`src/rtl/sync_fifo_ctrl.sv`:
```
// sync_fifo_ctrl: single-clock FIFO over inferred RAM with FWFT or standard read mode, programmable flags and occupancy count.
// Optional macro SYNC_FIFO_ERR_FLAGS_EN adds the overflow/underflow pulse outputs.
module sync_fifo_ctrl #(
  parameter int DATA_WIDTH        = 16,
  parameter int FIFO_DEPTH        = 16,
  parameter int READ_MODE         = 1,
  parameter int PROG_FULL_THRESH  = 10,
  parameter int PROG_EMPTY_THRESH = 2,
  localparam int CW = $clog2(FIFO_DEPTH) + 1
) (
  input  logic                  clk,
  input  logic                  rst,
  input  logic [DATA_WIDTH-1:0] din,
  input  logic                  wr_en,
  output logic                  full,
  output logic                  prog_full,
  input  logic                  rd_en,
  output logic [DATA_WIDTH-1:0] dout,
  output logic                  empty,
  output logic                  prog_empty,
  output logic                  data_valid,
  output logic [CW-1:0]         data_count
`ifdef SYNC_FIFO_ERR_FLAGS_EN
  ,
  output logic                  overflow,
  output logic                  underflow
`endif
);

  localparam int AW = CW - 1;

  logic [DATA_WIDTH-1:0] mem_q [FIFO_DEPTH];

  logic [CW-1:0] wrPtr_q, wrPtr_d;
  logic [CW-1:0] rdPtr_q, rdPtr_d;
  logic [CW-1:0] count_q, count_d;
  logic          full_q, full_d;
  logic          empty_q, empty_d;
  logic          progFull_q, progFull_d;
  logic          progEmpty_q, progEmpty_d;
  logic          wrAccept;
  logic          rdAccept;

  // Requests are qualified against the registered flags, so a write while full is dropped even if a read frees a slot that cycle.
  assign wrAccept = wr_en && !full_q;
  assign rdAccept = rd_en && !empty_q;

  always_comb begin
    wrPtr_d = wrPtr_q;
    rdPtr_d = rdPtr_q;
    count_d = count_q;
    if (wrAccept) begin
      wrPtr_d = wrPtr_q + CW'(1);
    end
    if (rdAccept) begin
      rdPtr_d = rdPtr_q + CW'(1);
    end
    case ({wrAccept, rdAccept})
      2'b10:   count_d = count_q + CW'(1);
      2'b01:   count_d = count_q - CW'(1);
      default: count_d = count_q;
    endcase
  end

  // Flags derive from next-state pointers so they land in the same cycle as the pointer move.
  always_comb begin
    full_d      = (wrPtr_d[CW-1] != rdPtr_d[CW-1]) &&
                  (wrPtr_d[AW-1:0] == rdPtr_d[AW-1:0]);
    empty_d     = (wrPtr_d == rdPtr_d);
    progFull_d  = (count_d >= CW'(PROG_FULL_THRESH));
    progEmpty_d = (count_d <= CW'(PROG_EMPTY_THRESH));
  end

  always_ff @(posedge clk) begin
    if (rst) begin
      wrPtr_q     <= '0;
      rdPtr_q     <= '0;
      count_q     <= '0;
      full_q      <= 1'b0;
      empty_q     <= 1'b1;
      progFull_q  <= 1'b0;
      progEmpty_q <= 1'b1;
    end else begin
      wrPtr_q     <= wrPtr_d;
      rdPtr_q     <= rdPtr_d;
      count_q     <= count_d;
      full_q      <= full_d;
      empty_q     <= empty_d;
      progFull_q  <= progFull_d;
      progEmpty_q <= progEmpty_d;
    end
  end

  // Storage is deliberately not reset so it maps onto plain RAM.
  always_ff @(posedge clk) begin
    if (!rst && wrAccept) begin
      mem_q[wrPtr_q[AW-1:0]] <= din;
    end
  end

  generate
    if (READ_MODE != 0) begin : gFwft
      assign dout       = empty_q ? '0 : mem_q[rdPtr_q[AW-1:0]];
      assign data_valid = !empty_q;
    end else begin : gStandard
      logic [DATA_WIDTH-1:0] dout_q;
      logic                  dataValid_q;

      always_ff @(posedge clk) begin
        if (rst) begin
          dout_q      <= '0;
          dataValid_q <= 1'b0;
        end else begin
          dataValid_q <= rdAccept;
          if (rdAccept) begin
            dout_q <= mem_q[rdPtr_q[AW-1:0]];
          end
        end
      end

      assign dout       = dout_q;
      assign data_valid = dataValid_q;
    end
  endgenerate

`ifdef SYNC_FIFO_ERR_FLAGS_EN
  logic overflow_q;
  logic underflow_q;

  always_ff @(posedge clk) begin
    if (rst) begin
      overflow_q  <= 1'b0;
      underflow_q <= 1'b0;
    end else begin
      overflow_q  <= wr_en && full_q;
      underflow_q <= rd_en && empty_q;
    end
  end

  assign overflow  = overflow_q;
  assign underflow = underflow_q;
`endif

  assign full       = full_q;
  assign empty      = empty_q;
  assign prog_full  = progFull_q;
  assign prog_empty = progEmpty_q;
  assign data_count = count_q;

endmodule

```
`config.mk`:
```
export PLATFORM = sky130hd
export DESIGN_NAME = sync_fifo_ctrl
export DESIGN_NICKNAME = d
export VERILOG_FILES = /design/src/rtl/sync_fifo_ctrl.sv
export SDC_FILE = /design/constraint.sdc
export NUM_CORES = 1
export LEC_CHECK = 0
export BUFFER_PORTS_ARGS = -buffer_cell sky130_fd_sc_hd__buf_4
export CAP_MARGIN = 20
export CORE_MARGIN = 3
export CORE_UTILIZATION = 60
export DETAILED_ROUTE_END_ITERATION = 10
export PLACE_DENSITY = 0.87
export RECOVER_POWER = 100
export SYNTH_ARGS = -nofsm -noshare
export SYNTH_HDL_FRONTEND = slang
export SYNTH_SLANG_ARGS = --single-unit
```
`constraint.sdc`:
```
create_clock -name clk -period 6.2 [get_ports clk]
set_input_delay 0.62 -clock clk [delete_from_list [all_inputs] [get_ports clk]]
set_output_delay 0.62 -clock clk [all_outputs]
set_load 0.05 [all_outputs]
```
==> results.md, run 1 <==
- RSZ-0062 raised after global routing: no
- First-pass GRT wire length: about 34000 um
- Worst slew margin relative to its limit: -22.8%
- Metal1 wirelength: 8270 um
- Worst Hold Class: in -> reg
- Failing checks: max-capacitance violations, max-slew violations
- # nets final: ~600
- Clock tree sinks: 275
- Crit path time final: 4.71 ns
- Yosys warning total: 0
- CTS buffer count: 26
- Initial antenna violation count: 0
- Max-cap violations: 1
- Remaining global-route overflow: 0
- Hold path startpoint: rst
- CP required: 5.58 ns
- CTS Buffer Depth: 3
- DRT Pass-1 Iters: 5
- Number of library cell types mapped by synthesis: 35
- Area of the die: 0.0197 sq mm
- Worst-Skew Late Latency: 0.52 ns
- Die height: 140 um
- Leakage: 3.73 nW
- Pre-CTS WS: between 2 and 3 ns
- Max Slew Vio Count: 38
- Post-route setup slack: 1.49 ns
- Main flop type after synthesis: edfxtp_1
- CTS resizes: 0
- Most frequent cells in the layout: 256 x edfxtp_1, 80 x mux4_2, 63 x clkbuf_1
- Clk_skew: approximately 0.0097 ns
- R2r endpoint: mem_q[14][6]$_DFFE_PP_
- DP HPWL: roughly 13000 um
- Most Frequent Cell on Critical Path: mux4_2
- Post-synthesis register bit count: around 280
- TritonCTS clock tree: built
- Diode count: 0
- Max incr delay on CP: 1.56 ns
- Synth Area per Inst: 21.2 sq um
- Starting Density: 61.9%
- Max Freq: roughly 0.21 GHz
- Status: finished, violations left
- Placed Area: 0.0114 sq mm
- Reg2reg setup slack: 3.23 ns
- Share of layout cells above drive strength 1: 21.5%
- Final setup TNS: 0 ns
- # DRC: 0
- Worst Hold End: rdPtr_q[3]$_SDFF_PP0_
- Fillers: 1044
- Max Used Layer: met4
- Top cell type's share of synthesized area: 71.1%
- WL/cell: 27.1 um
- Max Fanout on Critical Path: 37
- Crit-path slowest cell: dfxtp_1
- Area of the core: approximately 0.017 sq mm
- Die Width: between 100 and 150 um
- CTS root buffer: clkbuf_16
- FP Rows: between 40 and 50
- Post-CTS Setup Inserts: 0
- IO Count: 46
- Hold path depth: 2
- Fin crit share: 75.9%
- Ys async rst share: 0%
- Worst-Margin Slew: 1.84 ns
- Met2 WL: ~12000 um
- Final setup viols: 0
- Design Area, Final: approximately 0.012 sq mm
- Commonest non-fill, non-tap cell in the layout: edfxtp_1
- Mapped cell area: between 0.01 and 0.015 sq mm
- Clock transition at path regs: 0.06 ns
- Critical path class: reg -> out
- Synthesized instance count: 509
- H-tree levels: 1
- Post-DRT Antenna Nets: 0
- Critical R2R Launch: full$_SDFF_PP0_
- Critical Path End Type: output port
- Number of port buffers: 45
- DR WL met3: around 1500 um
- Largest net degree at the start of global routing: 43
- Final Core Density: 69.2%
- Net count after synthesis: 537
- Reg2Reg Depth: 4
- Via density: 6.37
- Number of flops mapped to enable cells by yosys: 256
- Crit start category: register
- Seq/Total Area, Yosys: 74.6%
- Area grow syn2layout: 11.8%
- VDD IR max: 0.311 mV
- Main area contributors after synthesis: edfxtp_1 71%, mux4_2 17%, dfxtp_1 3.5%
- Total power: roughly 4.1 mW
- Crit path DAT: 4.09 ns
- GRT Resource Usage Total: roughly 23%
- Power Density: 343 mW/mm^2
- Critical path, cell by cell: buf_4 -> mux4_2 -> mux4_2 -> and2_1 -> clkbuf_1
- Number of global-route vias before repair: approximately 5500
- Gp weighted congestion: ~0.81
- Hold Vio Cnt, Final: 0
- Starting DRT DRC Count: roughly 460
- Hold buffers post-CTS: 0
- Routed vias: 5226
- Final WL: 22200 um
- Area leader, netlist: edfxtp_1
==> stage by stage <==
step,std cells,hold slack [ns]
2_1_floorplan,509,0.485
3_3_place_gp,771,0.505
3_5_place_dp,772,0.517
4_1_cts,820,0.376
5_1_grt,820,0.434
6_report,820,0.435
==> synthesized netlist by cell type, types with 4 or more instances <==
cell type	instances
edfxtp_1	256
mux4_2	80
nor2_1	32
dfxtp_1	19
and2_1	16
clkbuf_1	13
xor2_1	11
ha_1	8
buf_2	6
a21oi_1	5
inv_1	5
nand2_1	5
nor2b_1	5
xnor2_1	5
buf_6	4
nand3_1	4
nand4_1	4
==> power breakdown <==
part	total [mW]	switching (mW)	internal, mW
clock	1.59	0.648	0.945
sequential	2.10	0.0505	2.05
combinational	0.452	0.274	0.178
total	4.15	0.973	3.18
==> worst max-delay path: cells and delay by family (launching register included) <==
family / cells / cell delay, ns
buf+inv: 2 / 0.92
flops: 1 / 1.56
mux: 2 / 0.87
simple gates: 1 / 0.20
==> how the worst max path moves through the flow <==
stage,start,end,slack [ns]
final,rdPtr_q[1]$_SDFF_PP0_,dout[2],1.49
after global routing,rdPtr_q[1]$_SDFF_PP0_,dout[2],1.33
after CTS,rdPtr_q[0]$_SDFF_PP0_,dout[12],2.09
after detailed placement,rdPtr_q[0]$_SDFF_PP0_,dout[13],2.65
after global placement,rdPtr_q[0]$_SDFF_PP0_,dout[8],2.68
after floorplan,wr_en,prog_empty$_SDFF_PP1_,3.42
==> kinds of logic after synthesis <==
kind of cell / share of synthesized area (%)
compound gates: 0.983
xor+xnor: 1.30
fa+ha+maj: 0.926
buf+inv: 1.53
flops: 74.6
mux: 17.0
simple gates: 3.61
==> per-layer routing <==
layer / GRT usage [%] / up-vias
met4: 7.50 / 0
met5: 0 / -
met3: 4.20 / 60
met2: 39.6 / 243
met1: 30.9 / 2710
li1: - / 2213
==> registers in the layout (all words and copies together) (netlist names) <==
signal and flops:
mem_q 256, empty 1, prog_empty 1, rdPtr_q 5, full 1, data_count 5, wrPtr_q 5, prog_full 1
==> layout make-up <==
cell class / count / area [sq um] / share of cell area (%)
Clock inverter: 12 / 133 / 1.10
Clock buffer: 36 / 729 / 6.03
Sequential cell: 275 / 8070 / 66.7
Timing Repair Buffer: 65 / 275 / 2.28
Multi-Input combinational cell: 201 / 2580 / 21.3
Inverter: 6 / 22.5 / 0.186
Tap cell: 225 / 282 / 2.33
No activity file was read; power rests on OpenSTA's default activity.
==> run 2: changes to the inputs <==
--- a/config.mk
+++ b/config.mk
@@ -5,12 +5,13 @@
 export SDC_FILE = /design/constraint.sdc
 export NUM_CORES = 1
 export LEC_CHECK = 0
+export ABC_AREA = 1
 export BUFFER_PORTS_ARGS = -buffer_cell sky130_fd_sc_hd__buf_4
 export CAP_MARGIN = 20
 export CORE_MARGIN = 3
-export CORE_UTILIZATION = 60
+export CORE_UTILIZATION = 55
 export DETAILED_ROUTE_END_ITERATION = 10
-export PLACE_DENSITY = 0.87
+export PLACE_DENSITY = 0.84
 export RECOVER_POWER = 100
 export SYNTH_ARGS = -nofsm -noshare
 export SYNTH_HDL_FRONTEND = slang
==> constraint.sdc (replaced) <==
create_clock -name clk -period 4.2 [get_ports clk]
set_input_delay 0.42 -clock clk [delete_from_list [all_inputs] [get_ports clk]]
set_output_delay 0.42 -clock clk [all_outputs]
set_load 0.05 [all_outputs]
==> run 2 against run 1 <==
Net effect: the run still ends with max-capacitance violations, max-slew violations left; synthesized cell count grew 92%; critical path depth is 4 higher; via count rose by 47%; worst setup slack worse by 0.94 ns; sequential power rose by 45%; first-iteration DRC count grew 89%; synthesized area up 4.9%; global-route usage up 0.74 points; wire length up 20%; utilization shrank 5.6 points; combinational power rose by 28%.
==> results.md, run 2 <==
- Worst slew margin relative to its limit: -24.7%
- Fillers: 1467
- Post-synthesis register bit count: 275
- DP HPWL: 14900 um
- Crit path time final: 3.65 ns
- Final setup TNS: 0 ns
- Area fraction in compound gates after synthesis: 10.7%
- GRT Resource Usage Total: 23.9%
- Net count after synthesis: 1003
- WHS: 0.224 ns
- R2r endpoint: mem_q[6][13]$_DFFE_PP_
- Clk_skew: between 0.01 and 0.015 ns
- Placed Area: about 0.012 sq mm
- Worst Setup SP: rdPtr_q[0]$_SDFF_PP0_
- Max Slew Vio Count: 34
- RSZ-0062 raised after global routing: no
- Critical path class: reg -> out
- XOR/XNOR Fraction of Synth Area: less than 1%
- FP Rows: 51
- Failing checks: max-capacitance violations, max-slew violations
- Worst-Margin Slew: around 1.9 ns
- # DRC: 0
- Die height: approximately 150 um
- Post-Layout Cell Count: about 1300
- H-tree levels: 1
- DRT Pass-1 Iters: 5
- Routed vias: approximately 7700
- Placed Cells: between 1000 and 1500
- Initial antenna violation count: 0
- CTS Buffer Depth: 3
- Post-DRT Antenna Nets: 0
- Number of port buffers: 45
- First-pass GRT wire length: approximately 40000 um
- Gp weighted congestion: 0.907
- Seq/Total Area, Yosys: 71.2%
- Max incr delay on CP: 0.63 ns
- Hold buffers post-CTS: 0
- Most Frequent Cell on Critical Path: nand2_1
- Mapped cell area: 0.0113 sq mm
- VDD IR max: 0.299 mV
- Critical path, cell by cell: inv_2 -> buf_12 -> nor2_1 -> o22ai_1 -> nand2_1 -> nand2_1 -> inv_1 -> a21oi_1 -> clkbuf_1
- Max Fanout on Critical Path: 82
- Top cell type's share of synthesized area: 67.8%
- Area grow syn2layout: 11.3%
- Fin crit share: between 80% and 90%
- Post-CTS Setup Inserts: 0
- Ys async rst share: 0%
- Area of the core: 0.0198 sq mm
- Max-cap violations: 2
- CTS root buffer: clkbuf_16
- Status: finished, violations left
- Die Width: 150 um
- Hold Vio Cnt, Final: 0
- Crit-path slowest cell: inv_2
- Simple-gate portion of the synthesized area: 12.9%
- Main area contributors after synthesis: edfxtp_1 68%, nor2_1 6.7%, o21ai_0 5.7%
- Clock tree sinks: 275
- Worst-Skew Late Latency: 0.53 ns
- Main flop type after synthesis: edfxtp_1
- Number of global-route vias before repair: roughly 7400
- Crit start category: register
- Critical Path End Type: output port
- WL/cell: 20.4 um
- Number of flops mapped to enable cells by yosys: around 260
- Most frequent cells in the layout: 256 x edfxtp_1, 198 x nor2_1, 130 x o21ai_0
- Leakage: ~4.3 nW
- Int Power: 4.59 mW
- Cell with the most instances after synthesis: edfxtp_1
- Share of layout cells above drive strength 1: 6.17%
- Largest family of logic cells by synthesized area: simple AND/OR/NAND/NOR gates
- Top cells by count, synth: 256 x edfxtp_1, 203 x nor2_1, 130 x o21ai_0
- Comb pwr share: 9.6%
- CTS resizes: 0
- Largest net degree at the start of global routing: 113
- Reg2reg setup slack: between 1 and 1.5 ns
- Number of library cell types mapped by synthesis: 26
- Crit path DAT: 3.23 ns
- CP required: 3.78 ns
- Final setup viols: 0
- Final Core Density: 63.6%
- Sw Pwr: 1.41 mW
- Clock Power Share: 39.6%
- Area leader, netlist: edfxtp_1
- Diode count: 0
- Worst Hold Class: in -> reg
- Yosys warning total: 0
- TritonCTS clock tree: built
- Mux share of post-synthesis cell area: 0%
- Power Density: 476 mW/mm^2
- Sw Share: 23.5%
- Clock transition at path regs: roughly 0.070 ns
- Critical R2R Launch: full$_SDFF_PP0_
- Max Freq: 0.274 GHz
- Design Area, Final: 0.0126 sq mm
- Final WL: 26500 um
- Max FFs per register: 256
- Post-synthesis adder-cell area fraction: 0.883%
- Remaining global-route overflow: 0
- Starting DRT DRC Count: 867
- Area of the die: 0.0224 sq mm
- Commonest non-fill, non-tap cell in the layout: edfxtp_1
- # nets final: between 1000 and 1500
- Synth Area per Inst: 11.6 sq um
- Starting Density: 57.1%
- CTS buffer count: 27
- CP endpoint: dout[6]
- Flop pwr share: 50.8%
- Via density: 5.90
- IO Count: 46
- Reg2Reg Depth: 3
- Synthesized instance count: slightly below 1000
-- run 2: cell types whose count changed after synthesis, sizes merged, moves of 40 or more --
cell / delta
inv: +40
mux4: -80
nand2: +118
nor2: +172
o21ai: +133
-- run 2: logic make-up (layout without fill, tap and decap cells) --
kind of cell,Yosys count,in the layout
and+or+nand+nor,371,371
DFF,275,275
AOI/OAI and AO/OA,219,219
buffers and inverters,101,164
adders and majority gates,8,8
xor gates and xnor gates,1,1
-- run 2: critical path, delay by kind of cell, from the launching register on --
kind	cells	cell delay, ns
buf+inv	4	1.58
compound gates	2	0.41
flops	1	0.41
simple gates	3	0.23
-- run 2: final cells by class --
class | count | area, sq um | area share, %
Tap cell | 265 | 332 | 2.63
Clock buffer | 38 | 747 | 5.92
Sequential cell | 275 | 8070 | 63.9
Multi-Input combinational cell | 599 | 2800 | 22.2
Clock inverter | 10 | 129 | 1.02
Inverter | 48 | 180 | 1.43
Timing Repair Buffer | 68 | 364 | 2.88
-- run 2: worst min-delay path by stage --
stage | startpoint | to | slack [ns] | cells after the start
4_1_cts | din[15] | mem_q[2][15]$_DFFE_PP_ | 0.18 | 1
5_1_grt | rst | rdPtr_q[0]$_SDFF_PP0_ | 0.23 | 2
3_3_place_gp | wrPtr_q[4]$_SDFF_PP0_ | wrPtr_q[4]$_SDFF_PP0_ | 0.54 | 3
2_1_floorplan | wrPtr_q[4]$_SDFF_PP0_ | wrPtr_q[4]$_SDFF_PP0_ | 0.52 | 3
6_report | rst | rdPtr_q[4]$_SDFF_PP0_ | 0.22 | 2
3_5_place_dp | wrPtr_q[4]$_SDFF_PP0_ | wrPtr_q[4]$_SDFF_PP0_ | 0.55 | 3
-- run 2: power by group through the flow --
stage                     combinational (mW)  sequential (mW)  clock [mW]
after detailed placement               0.595             3.11           0
final                                  0.577             3.05        2.38
after global placement                 0.578             3.11           0
after CTS                              0.600             3.05        2.41
after floorplan                        0.380             3.15           0
after global routing                   0.634             3.06        2.51
-- run 2: metrics by stage --
stage | setup slack [ns] | total power [mW]
6_report | 0.552 | 6.01
5_1_grt | 0.349 | 6.21
4_1_cts | 0.701 | 6.06
3_5_place_dp | 1.25 | 3.70
3_3_place_gp | 1.36 | 3.69
2_1_floorplan | 1.66 | 3.53
-- run 2: per-layer routing --
layer  wire [um]  track usage [%]  share of wire [%]
met5           0                0                  0
met4         945             8.60                3.6
met3        2550             4.60                9.6
met2       12500             38.6                 47
met1       10500             32.9                 40
